**config.mk**
```make
export PLATFORM = sky130hd
export DESIGN_NAME = sram_arbiter
export DESIGN_NICKNAME = d
export VERILOG_FILES = /design/src/rtl/sram_arbiter.sv
export SDC_FILE = /design/constraint.sdc
export NUM_CORES = 1
export LEC_CHECK = 0
export CORE_UTILIZATION = 20
export CTS_CLUSTER_DIAMETER = 200
export DETAILED_ROUTE_END_ITERATION = 8
export PLACE_DENSITY = 0.88
export SYNTH_ARGS = -nofsm -noshare
export SYNTH_HDL_FRONTEND = slang
export SYNTH_SLANG_ARGS = --single-unit
```
**constraint.sdc**
```tcl
create_clock -name clk -period 1.5 [get_ports clk]
set_input_delay 0.225 -clock clk [delete_from_list [all_inputs] [get_ports clk]]
set_output_delay 0.225 -clock clk [all_outputs]
set_load 0.02 [all_outputs]
```
**src/rtl/sram_arbiter.sv**
```systemverilog
// Two-master arbiter for a 1R+1W sram: independent round-robin read and write
// arbitration, with read data steered back to its owner one cycle after grant.
module sram_arbiter #(
    parameter int unsigned AWIDTH = 16,
    parameter int unsigned DWIDTH = 16
) (
    input  logic              clk,
    input  logic              rst_n,
    input  logic              m0_req,
    input  logic              m0_we,
    input  logic [AWIDTH-1:0] m0_addr,
    input  logic [DWIDTH-1:0] m0_wdata,
    output logic              m0_gnt,
    output logic              m0_rvalid,
    output logic [DWIDTH-1:0] m0_rdata,
    input  logic              m1_req,
    input  logic              m1_we,
    input  logic [AWIDTH-1:0] m1_addr,
    input  logic [DWIDTH-1:0] m1_wdata,
    output logic              m1_gnt,
    output logic              m1_rvalid,
    output logic [DWIDTH-1:0] m1_rdata,
    output logic [AWIDTH-1:0] sram_waddr,
    output logic [DWIDTH-1:0] sram_wdata,
    output logic              sram_we,
    output logic [AWIDTH-1:0] sram_raddr,
    output logic              sram_re,
    input  logic [DWIDTH-1:0] sram_rdata
);

    logic rd_last_q, rd_last_d;
    logic wr_last_q, wr_last_d;
    logic rd_pend_q, rd_pend_d;
    logic rd_owner_q, rd_owner_d;

    logic rd_req0, rd_req1, wr_req0, wr_req1;
    logic rd_gnt0, rd_gnt1, wr_gnt0, wr_gnt1;

    // Grants are held off while in reset so no sram access leaks out.
    always_comb begin
        rd_req0 = rst_n & m0_req & ~m0_we;
        rd_req1 = rst_n & m1_req & ~m1_we;
        wr_req0 = rst_n & m0_req &  m0_we;
        wr_req1 = rst_n & m1_req &  m1_we;

        rd_gnt0 = rd_req0 & (~rd_req1 |  rd_last_q);
        rd_gnt1 = rd_req1 & (~rd_req0 | ~rd_last_q);
        wr_gnt0 = wr_req0 & (~wr_req1 |  wr_last_q);
        wr_gnt1 = wr_req1 & (~wr_req0 | ~wr_last_q);
    end

    always_comb begin
        rd_last_d  = rd_last_q;
        wr_last_d  = wr_last_q;
        rd_pend_d  = 1'b0;
        rd_owner_d = rd_owner_q;

        m0_gnt     = rd_gnt0 | wr_gnt0;
        m1_gnt     = rd_gnt1 | wr_gnt1;

        sram_re    = rd_gnt0 | rd_gnt1;
        sram_raddr = '0;
        sram_we    = wr_gnt0 | wr_gnt1;
        sram_waddr = '0;
        sram_wdata = '0;

        if (rd_gnt0) begin
            sram_raddr = m0_addr;
            rd_last_d  = 1'b0;
            rd_owner_d = 1'b0;
        end else if (rd_gnt1) begin
            sram_raddr = m1_addr;
            rd_last_d  = 1'b1;
            rd_owner_d = 1'b1;
        end
        rd_pend_d = sram_re;

        if (wr_gnt0) begin
            sram_waddr = m0_addr;
            sram_wdata = m0_wdata;
            wr_last_d  = 1'b0;
        end else if (wr_gnt1) begin
            sram_waddr = m1_addr;
            sram_wdata = m1_wdata;
            wr_last_d  = 1'b1;
        end
    end

    // Pointers reset to master 1 so master 0 wins the first contention.
    always_ff @(posedge clk or negedge rst_n) begin
        if (!rst_n) begin
            rd_last_q  <= 1'b1;
            wr_last_q  <= 1'b1;
            rd_pend_q  <= 1'b0;
            rd_owner_q <= 1'b0;
        end else begin
            rd_last_q  <= rd_last_d;
            wr_last_q  <= wr_last_d;
            rd_pend_q  <= rd_pend_d;
            rd_owner_q <= rd_owner_d;
        end
    end

    always_comb begin
        m0_rvalid = rd_pend_q & ~rd_owner_q;
        m1_rvalid = rd_pend_q &  rd_owner_q;
        m0_rdata  = m0_rvalid ? sram_rdata : '0;
        m1_rdata  = m1_rvalid ? sram_rdata : '0;
    end

endmodule

```
==> impl_metrics.tcl <==
set metrics [dict create \
    outcome "complete, but fails checks" \
    violations "negative setup slack" \
    antenna_found_initial 0 \
    syn_area_per_cell_um2 6.66 \
    num_antenna_cells 0 \
    syn_nets 242 \
    start_util_pct 21.4 \
    synth_top_family_by_area "compound AO/OA/AOI/OAI gates" \
    powerDensity_mw_per_mm2 437 \
    setup_ws_ns -0.262 \
    slew_headroom_pct 72.3 \
    r2r_cells 4 \
    maxCapViolCount 0 \
    die_area_mm2 0.00548 \
    grt_pass1_wl_um 10200 \
    clock_latency_ns 0.22 \
    critPathRequiredTime_ns 1.27 \
    synth.distinct_cells 26 \
    yosys_warnings 0 \
    finalCriticalPeriod_ns 1.76 \
    port_buffers 171 \
    synth.ff_latch_count 4 \
    routed-via-count 2134 \
    drive_above_1_share_pct 52.6 \
    dp_hpwl_um 4550 \
    synthCells 156 \
    seq_area_frac_synth_pct 9.88 \
    placed_area_mm2 0.00299 \
    nNetsFinal 435 \
    die_w_um 74.1 \
    cp-start-kind "flip-flop" \
    synth-compound-area-share_pct 42.3 \
    cts-root-buf "clkbuf_8" \
    clk_pin_slew_ns 0.04 \
    die_height_um 74.1 \
    drt-total-wl_um 7230 \
    vdd_drop_max_uv 233 \
    place_congestion 0.766 \
    core.rowCount 25 \
    cts_tree "yes" \
    final-setup-viol-count 53 \
    final_area_mm2 0.00355 \
    clk_path_buf_depth 2 \
    grt_util_all_layers_pct 24.1 \
    dpl.cell_count 395 \
    core_mm2 0.00485 \
    synthAdderAreaFrac_pct 0 \
    critPathKind "flip-flop to output pin" \
    viasPerCell 5.14 \
    cts_sinks 4 \
    yosys.area_share.simple_pct 38.8 \
    min_path_type "input port to async pin" \
    slew_viol_final 0 \
    netlist_area_mm2 0.00104 \
    rrSetupSlack_ns 0.34 \
    drtAntennaViolNets 0 \
    drt_first_pass_iters 4 \
    tns_ns -8.74 \
    worst-endpoint-arrival_ns 1.54 \
    synthMuxAreaShare_pct 0 \
    regToRegStartpoint "wr_last_q$_DFFE_PN1P_" \
    numCtsBuffers 3 \
    rsz0062_at_grt "yes" \
    finalNonFillerCells 415 \
    worst_setup_path_end_kind "output pin" \
    tightest_slew_ns 0.414 \
    routedWlPerCell_um 17.4 \
    drc 0 \
    cp_max_fo 6 \
    h-tree-depth 1 \
    grt_pass1_vias 2134 \
    grt_max_degree 19 \
    hold_ws_ns 0.101 \
    power_leakage_nw 1.65 \
    overflow 0 \
    synthToLayoutAreaGrowth_pct 242 \
    max_freq_ghz 0.568 \
    r2r-end "wr_last_q$_DFFE_PN1P_" \
    final_hold_viol_count 0 \
    io_pins 172 \
    fin_crit_sh_pct 117 \
    skew_ns 0.00688 \
    synth_xor_area_share_pct 0 \
    drt-initial-drc-count 62 \
]
[per-layer routing]
layer | vias to the layer above | GRT usage [%] | part of all wire, %
li1 | 978 | - | -
met1 | 1004 | 23.9 | 35
met2 | 138 | 49.0 | 55
met3 | 14 | 6.64 | 9.1
met4 | 0 | 5.34 | 1.1
met5 | - | 0 | 0
[cells in the mapped netlist]
cell	n	area (um^2)
a21o_1	2	15.0
o21bai_2	1	11.3
nor2b_2	1	8.76
dfstp_2	2	52.6
and3_1	16	100
o21ba_1	1	10.0
buf_4	3	22.5
buf_6	1	11.3
dfrtp_1	2	50.1
a22o_1	11	96.3
nand3_1	3	15.0
o21bai_1	1	7.51
a21boi_0	2	15.0
buf_8	1	15.0
nand2b_1	2	12.5
nor2_1	1	3.75
and4_4	1	11.3
a22o_2	7	70.1
and2_1	18	113
clkbuf_1	4	15.0
a21oi_1	1	5.00
o22ai_1	32	200
nand2_1	35	131
and2b_1	1	7.51
buf_2	6	30.0
o21ai_2	1	8.76
[stage by stage]
stage | utilization, % | power (mW) | setup slack [ns]
after floorplan | - | 0.534 | 0.00505
after global placement | 61.8 | 1.06 | -0.908
after detailed placement | 61.8 | 1.08 | -0.966
after CTS | 71.5 | 1.50 | -0.289
after global routing | 73.2 | 1.63 | -0.290
final | 73.2 | 1.55 | -0.262
[repair_timing]
action,in CTS,in global routing
hold endpoints to repair,0,0
endpoints found under the setup margin,86,82
hold buffers,0,0
gates cloned,5,1
buffers inserted,9,1
pin swaps,15,18
gates resized for setup,437,71
[cell families after synthesis]
group,after synthesis
compound gates,59
buf+inv,15
simple gates,78
flops,4
[state kept, by name, summed over array words and instances, names as in the netlist]
register / flops
rd_last_q: 1
rd_owner_q: 1
rd_pend_q: 1
wr_last_q: 1
[cells in the final DEF, fill, tap and decap left out, drive strengths merged]
master / count
and2b: 1
dfstp: 2
and3: 16
o21ai: 1
nor2: 1
dlygate4sd2: 1
o21ba: 1
clkbuf: 23
a22o: 18
o22ai: 32
and2: 18
clkdlybuf4s50: 80
dfrtp: 2
bufbuf: 1
a21oi: 1
clkdlybuf4s15: 4
buf: 98
a21boi: 2
nand3: 3
nand2b: 2
nor2b: 1
o21bai: 2
nand2: 35
and4: 1
a21o: 2
[power by group]
part,switching (mW),leakage [nW],internal [mW]
combinational,0.528,1.58,0.635
clock,0.0634,0.0228,0.182
sequential,0.0135,0.0458,0.132
[worst max-delay path, cell delays in order (launching register included)]
cell and delay [ns]:
dfstp_2 0.53, nand3_2 0.07, and4_4 0.19, buf_16 0.15, a22o_4 0.25, buf_6 0.13
[worst max path at each step]
stage / start / slack (ns) / endpoint
floorplan: wr_last_q$_DFFE_PN1P_ / 0.005 / sram_wdata[10]
global placement: m1_req / -0.91 / sram_waddr[14]
detailed placement: m1_req / -0.97 / sram_raddr[6]
CTS: wr_last_q$_DFFE_PN1P_ / -0.29 / sram_wdata[3]
global route: wr_last_q$_DFFE_PN1P_ / -0.29 / sram_wdata[3]
finish: wr_last_q$_DFFE_PN1P_ / -0.26 / sram_wdata[5]
[cell type report]
class	instances	area [um^2]
well taps	67	83.8
multi-input cells	137	1290
fillers	353	1300
flip-flops and latches	4	103
repair buffers	203	2030
clock buffers	4	45.0
No activity file was read; power rests on OpenSTA's default activity.
